--- config.mk ---
export PLATFORM = sky130hd
export DESIGN_NAME = div_seq_flat
export DESIGN_NICKNAME = d
export VERILOG_FILES = /design/src/rtl/div_seq_if.sv /design/src/rtl/div_seq.sv /design/src/flat_wrapper.sv
export SDC_FILE = /design/constraint.sdc
export NUM_CORES = 1
export LEC_CHECK = 0
export ABC_AREA = 0
export CORE_MARGIN = 1
export CORE_UTILIZATION = 61
export CTS_CLUSTER_DIAMETER = 30
export CTS_CLUSTER_SIZE = 24
export DETAILED_ROUTE_END_ITERATION = 8
export DONT_BUFFER_PORTS = 1
export PLACE_DENSITY_LB_ADDON = 0.3
export SLEW_MARGIN = 20
export SYNTH_ARGS = -nofsm -noshare
export SYNTH_HDL_FRONTEND = slang
export SYNTH_SLANG_ARGS = --single-unit
--- constraint.sdc ---
create_clock -name clk -period 2.85 [get_ports clk]
set_input_delay 0.57 -clock clk [delete_from_list [all_inputs] [get_ports clk]]
set_output_delay 0.57 -clock clk [all_outputs]
set_load 0.1 [all_outputs]
--- src/rtl/div_seq_if.sv ---
// Handshake bundle for div_seq: operand request channel and result channel.
// DIV_STATUS_EN adds the div_zero/div_ovf status flags to the result channel.
interface div_seq_if #(
    parameter int NW = 18,
    parameter int DW = 9
);
    logic          in_valid;
    logic          in_ready;
    logic [NW-1:0] dividend;
    logic [DW-1:0] divisor;
    logic          out_valid;
    logic          out_ready;
    logic [NW-1:0] quotient;
    logic [DW-1:0] remainder;
`ifdef DIV_STATUS_EN
    logic          div_zero;
    logic          div_ovf;
`endif

    modport master (
        output in_valid, dividend, divisor, out_ready,
`ifdef DIV_STATUS_EN
        input  div_zero, div_ovf,
`endif
        input  in_ready, out_valid, quotient, remainder
    );

    modport slave (
        input  in_valid, dividend, divisor, out_ready,
`ifdef DIV_STATUS_EN
        output div_zero, div_ovf,
`endif
        output in_ready, out_valid, quotient, remainder
    );
endinterface

--- src/rtl/div_seq.sv ---
// Iterative signed restoring divider, one quotient bit per cycle, valid/ready both sides.
// Define DIV_STATUS_EN to add the div_zero/div_ovf status outputs.
module div_seq #(
    parameter int NW = 18,
    parameter int DW = 9
) (
    input  logic     clk,
    input  logic     rst,
    div_seq_if.slave bus
);
    localparam int CW = $clog2(NW);

    typedef enum logic [1:0] {IDLE, CALC, FIX, DONE} state_t;

    state_t        state;
    logic [CW-1:0] cnt;
    logic [NW-1:0] q_acc;
    logic [DW:0]   rem;
    logic [DW:0]   dabs;
    logic          n_neg;
    logic          d_neg;
    logic          in_ready_r;
    logic          out_valid_r;
    logic [NW-1:0] quot_r;
    logic [DW-1:0] rem_r;
`ifdef DIV_STATUS_EN
    logic          zero_r;
    logic          ovf_r;
`endif

    logic [NW-1:0] nabs_c;
    logic [DW:0]   dext_c;
    logic [DW:0]   dabs_c;
    logic [DW:0]   trial;
    logic          fits;

    // Dividend magnitude is read as unsigned, so -2^(NW-1) stays exact in NW bits.
    always_comb begin
        nabs_c = bus.dividend[NW-1] ? (NW'(0) - bus.dividend) : bus.dividend;
        dext_c = {bus.divisor[DW-1], bus.divisor};
        dabs_c = bus.divisor[DW-1] ? ((DW+1)'(0) - dext_c) : dext_c;
        trial  = {rem[DW-1:0], q_acc[NW-1]};
        fits   = rem[DW] | (trial >= dabs);
    end

    always_ff @(posedge clk) begin
        if (rst) begin
            state       <= IDLE;
            cnt         <= '0;
            q_acc       <= '0;
            rem         <= '0;
            dabs        <= '0;
            n_neg       <= 1'b0;
            d_neg       <= 1'b0;
            in_ready_r  <= 1'b1;
            out_valid_r <= 1'b0;
            quot_r      <= '0;
            rem_r       <= '0;
`ifdef DIV_STATUS_EN
            zero_r      <= 1'b0;
            ovf_r       <= 1'b0;
`endif
        end else begin
            case (state)
                IDLE: begin
                    if (bus.in_valid && in_ready_r) begin
                        q_acc      <= nabs_c;
                        dabs       <= dabs_c;
                        n_neg      <= bus.dividend[NW-1];
                        d_neg      <= bus.divisor[DW-1];
                        rem        <= '0;
                        cnt        <= CW'(NW-1);
                        in_ready_r <= 1'b0;
`ifdef DIV_STATUS_EN
                        zero_r     <= 1'b0;
                        ovf_r      <= 1'b0;
`endif
                        state      <= (dabs_c == '0) ? FIX : CALC;
                    end
                end
                CALC: begin
                    // q_acc shifts dividend bits out at the top and quotient bits in at the bottom.
                    q_acc <= {q_acc[NW-2:0], fits};
                    rem   <= fits ? (trial - dabs) : trial;
                    cnt   <= cnt - 1'b1;
                    if (cnt == '0)
                        state <= FIX;
                end
                FIX: begin
                    if (dabs == '0) begin
                        quot_r <= '1;
                        rem_r  <= '0;
                    end else begin
                        quot_r <= (n_neg ^ d_neg) ? (NW'(0) - q_acc) : q_acc;
                        rem_r  <= n_neg ? (DW'(0) - rem[DW-1:0]) : rem[DW-1:0];
                    end
`ifdef DIV_STATUS_EN
                    zero_r <= (dabs == '0);
                    ovf_r  <= n_neg && d_neg && (dabs == (DW+1)'(1)) &&
                              (q_acc == (NW'(1) << (NW-1)));
`endif
                    out_valid_r <= 1'b1;
                    state       <= DONE;
                end
                DONE: begin
                    if (bus.out_ready) begin
                        out_valid_r <= 1'b0;
                        in_ready_r  <= 1'b1;
                        state       <= IDLE;
                    end
                end
                default: state <= IDLE;
            endcase
        end
    end

    assign bus.in_ready  = in_ready_r;
    assign bus.out_valid = out_valid_r;
    assign bus.quotient  = quot_r;
    assign bus.remainder = rem_r;
`ifdef DIV_STATUS_EN
    assign bus.div_zero  = zero_r;
    assign bus.div_ovf   = ovf_r;
`endif
endmodule

--- src/flat_wrapper.sv ---
// flat-port wrapper written by rule: the top's interface ports become plain ports
module div_seq_flat 
#(
    parameter int NW = 18,
    parameter int DW = 9
)
  (clk, rst, bus_in_valid, bus_dividend, bus_divisor, bus_out_ready, bus_in_ready, bus_out_valid, bus_quotient, bus_remainder);
  div_seq_if #(.NW(NW), .DW(DW)) bus_i ();
  input  logic clk;
  input  logic rst;
  input wire logic [$bits(bus_i.in_valid)-1:0] bus_in_valid;
  input wire logic [$bits(bus_i.dividend)-1:0] bus_dividend;
  input wire logic [$bits(bus_i.divisor)-1:0] bus_divisor;
  input wire logic [$bits(bus_i.out_ready)-1:0] bus_out_ready;
  output wire logic [$bits(bus_i.in_ready)-1:0] bus_in_ready;
  output wire logic [$bits(bus_i.out_valid)-1:0] bus_out_valid;
  output wire logic [$bits(bus_i.quotient)-1:0] bus_quotient;
  output wire logic [$bits(bus_i.remainder)-1:0] bus_remainder;
  assign bus_i.in_valid = bus_in_valid;
  assign bus_i.dividend = bus_dividend;
  assign bus_i.divisor = bus_divisor;
  assign bus_i.out_ready = bus_out_ready;
  assign bus_in_ready = bus_i.in_ready;
  assign bus_out_valid = bus_i.out_valid;
  assign bus_quotient = bus_i.quotient;
  assign bus_remainder = bus_i.remainder;
  div_seq #(.NW(NW), .DW(DW)) u_core (.clk(clk), .rst(rst), .bus(bus_i));
endmodule
==> flow_summary.json <==
{
  "status": "finished clean",
  "ir_worst_vdd_mv": 0.620,
  "cts_root_buf": "clkbuf_8",
  "cp.arrival_ns": 2.84,
  "syn_inst": 599,
  "syn-cell-area_um2": 4730,
  "firstDrtPassIters": 4,
  "hold_end": "u_core.bus.remainder[6]$_SDFFE_PP0P_",
  "portBuffers": 0,
  "antenna_cells": 0,
  "async_flop_share_pct": 0,
  "viasPerCell": 6.07,
  "drc_errors": 0,
  "worstMarginPinSlew_ns": 0.999,
  "clock_skew_ns": 0.0104,
  "cts.reportedPaths.clkPinSlew_ns": 0.08,
  "h-tree-depth": 3,
  "fin_tns_setup_ns": 0,
  "num_vias": 4213,
  "cts_resized": 0,
  "avgSynthCellArea_um2": 7.90,
  "drive_above_1_share_pct": 6.89,
  "start_kind": "flop",
  "worstSetupEndpointType": "flop",
  "fin_crit_sh_pct": 91.6,
  "first_global_vias": 3931,
  "hold_path.class": "input port to flop",
  "cts_buffers": 9,
  "cts_tree": "built",
  "hold_violations": 0,
  "synth_top_family_by_area": "compound AO/OA/AOI/OAI gates",
  "grt_usage_pct": 27.0,
  "clk_latency_ns": 0.35,
  "gr-total-overflow": 0,
  "synth_compound_area_share_pct": 23.7,
  "synth_edf_count": 0,
  "crit_slowest_cell": "fa_1",
  "slew_violations": 0,
  "hold_slack_ns": 0.279,
  "synth.distinct_cells": 60,
  "slowest_delay_ns": 0.43,
  "clk_path_buf_depth": 2,
  "slew_headroom_pct": 33.3,
  "nNetsFinal": 642,
  "worst-setup-path-type": "flop to flop",
  "wl_per_cell_um": 15.2,
  "cts_hold_buf": 0,
  "crit_buf_inv": 3,
  "drv_cap": 0,
  "yosysSeqAreaShare_pct": 32.1,
  "cellLeakagePower_uw": 0.00186,
  "rr_endpoint": "u_core.rem[9]$_SDFFE_PP0P_",
  "hpwlAfterDp_um": 7850,
  "r2r_start": "u_core.q_acc[17]$_SDFFE_PP0P_",
  "grt_pass1_wl_um": 18100,
  "start_util_pct": 64.2,
  "powerDensity_nw_per_um2": 1090,
  "fmax_mhz": 383,
  "ys.flop_type": "dfxtp_1",
  "ys_ff_latch": 76,
  "antenna_found_initial": 0,
  "row_count": 31,
  "synth_xor_area_share_pct": 8.88,
  "postRouteAntennaNets": 0,
  "min_path_cells": 1,
  "regArea_um2": 1520,
  "cts_setup_buffers": 0,
  "cts_sinks": 76,
  "finalInstanceArea_um2": 5080,
  "synth_fa_ha_area_share_pct": 5.71,
  "grt_max_degree": 69,
  "area_delta_synth_final_pct": 7.35,
  "coreArea_um2": 7370,
  "yosys_warnings": 0,
  "setup_viol": 0,
  "yosys.area_share.simple_pct": 20.7,
  "globalplace.congestion": 0.920,
  "path_delay_family": "compound AO/OA/AOI/OAI gates",
  "synth_fp_nets": 651,
  "num-fill-cells": 602,
  "ios": 60,
  "cp_cell_sequence": "inv_1 -> ha_1 -> inv_1 -> fa_1 -> a211oi_1 -> o21ai_0 -> a21oi_2 -> o311ai_4 -> buf_4 -> mux2i_1 -> o21ai_0",
  "drt_iter0_drc": 190,
  "die_x_um": 90.1,
  "placed_cell_area_um2": 4830,
  "worstHoldStart": "rst",
  "cp_max_fo": 7,
  "finalCriticalPeriod_ns": 2.61,
  "rsz0062_at_grt": "no",
  "r2r_slack_ns": 0.24,
  "die_area_um2": 8120,
  "startpoint": "u_core.q_acc[17]$_SDFFE_PP0P_",
  "synthMuxAreaShare_pct": 3.62,
  "multiInputGateArea_um2": 3000,
  "r2r_cells": 11,
  "die_h_um": 90.1,
  "cp_data_required_time_ns": 3.08,
  "routed_wl_um": 10600
}
## power breakdown
group          leakage [uW]  switching (uW)  internal [uW]
registers          0.000620             951           1320
clock network      0.000115             414            526
logic               0.00113            1330           1010
total               0.00186            2700           2860
## routing by layer
layer	track usage (%)	up-vias	part of all wire (%)
met5	0	-	0
met4	9.68	0	1.2
met3	5.67	14	6.2
met2	43.0	131	44
met1	36.0	1948	48
li1	-	2120	-
## registers in the layout, indices dropped and copies added, names as in the netlist, 2 cells and up
name and count:
u_core.bus.quotient 18, u_core.q_acc 18, u_core.dabs 10, u_core.rem 10, u_core.bus.remainder 9, u_core.cnt 5
u_core.state 2
## area by class of cell
type	instances	share of cell area, %
clock buffer	10	2.71
clock inverter	6	1.90
inverter	33	2.44
multi-input combinational	459	59.0
sequential	76	29.9
tap	99	2.44
timing repair buffer	11	1.62
## cell usage in the layout, fill, tap and decap left out, types with 3 or more instances in the layout
cell and instances:
nor2_1 68, nand2_1 63, a22oi_1 9, a311oi_1 8, o211ai_2 3, a31oi_1 4
nand3_1 8, nand4_1 4, o31ai_1 9, or3_1 6, o21ai_0 37, a211oi_1 26
nor3_1 14, mux2i_1 16, inv_1 32, o211ai_1 8, a21oi_1 35, dfxtp_1 76
nor4b_1 5, nor4_1 5, ha_1 20, buf_4 11, o41ai_1 5, xor2_1 19
nor2b_1 3, clkbuf_8 10, xnor2_1 29, a21o_1 3, or4_1 3, nand2b_1 13
and3_1 3
## Yosys cell counts (9+ instances only)
library cell	count	area, um2
a211oi_1	26	195
mux2i_1	16	160
ha_1	20	250
xnor2_1	29	254
clkbuf_1	24	90.1
o21ai_0	37	185
nor3_1	14	70.1
nand2_1	63	236
nor2_1	68	255
o31ai_1	9	67.6
inv_1	32	120
nand2b_1	13	81.3
xor2_1	19	166
a22oi_1	9	67.6
dfxtp_1	76	1520
a21oi_1	36	180
## kinds of logic (layout without fill, tap and decap cells)
group,Yosys count,count (layout)
and+or+nand+nor,207,207
AOI/OAI and AO/OA,166,166
DFF,76,76
buffers and inverters,64,60
xor gates and xnor gates,48,48
adders and majority gates,21,21
muxes,17,17
## worst max path at each step
| stage | endpoint | slack, ns | depth (start not counted) |
|---|---|---|---|
| 2_1_floorplan | u_core.rem[0]$_SDFFE_PP0P_ | 0.44 | 6 |
| 3_3_place_gp | u_core.rem[6]$_SDFFE_PP0P_ | 0.29 | 11 |
| 3_5_place_dp | u_core.rem[9]$_SDFFE_PP0P_ | 0.17 | 11 |
| 4_1_cts | u_core.rem[9]$_SDFFE_PP0P_ | 0.17 | 11 |
| 5_1_grt | u_core.rem[8]$_SDFFE_PP0P_ | 0.07 | 11 |
| 6_report | u_core.rem[9]$_SDFFE_PP0P_ | 0.24 | 11 |
## per-stage QoR
| stage | total power, uW | util (%) | std cells | worst slack [ns] |
|---|---|---|---|---|
| 3_5_place_dp | 4570 | 65.6 | 678 | 0.170 |
| 5_1_grt | 5920 | 69.0 | 694 | 0.0675 |
| 4_1_cts | 5510 | 68.8 | 694 | 0.166 |
| 3_3_place_gp | 4490 | 65.6 | 678 | 0.286 |
| 2_1_floorplan | 4080 | - | 599 | 0.438 |
| 6_report | 5560 | 69.0 | 694 | 0.241 |
Power figures use the tool's default switching activity.
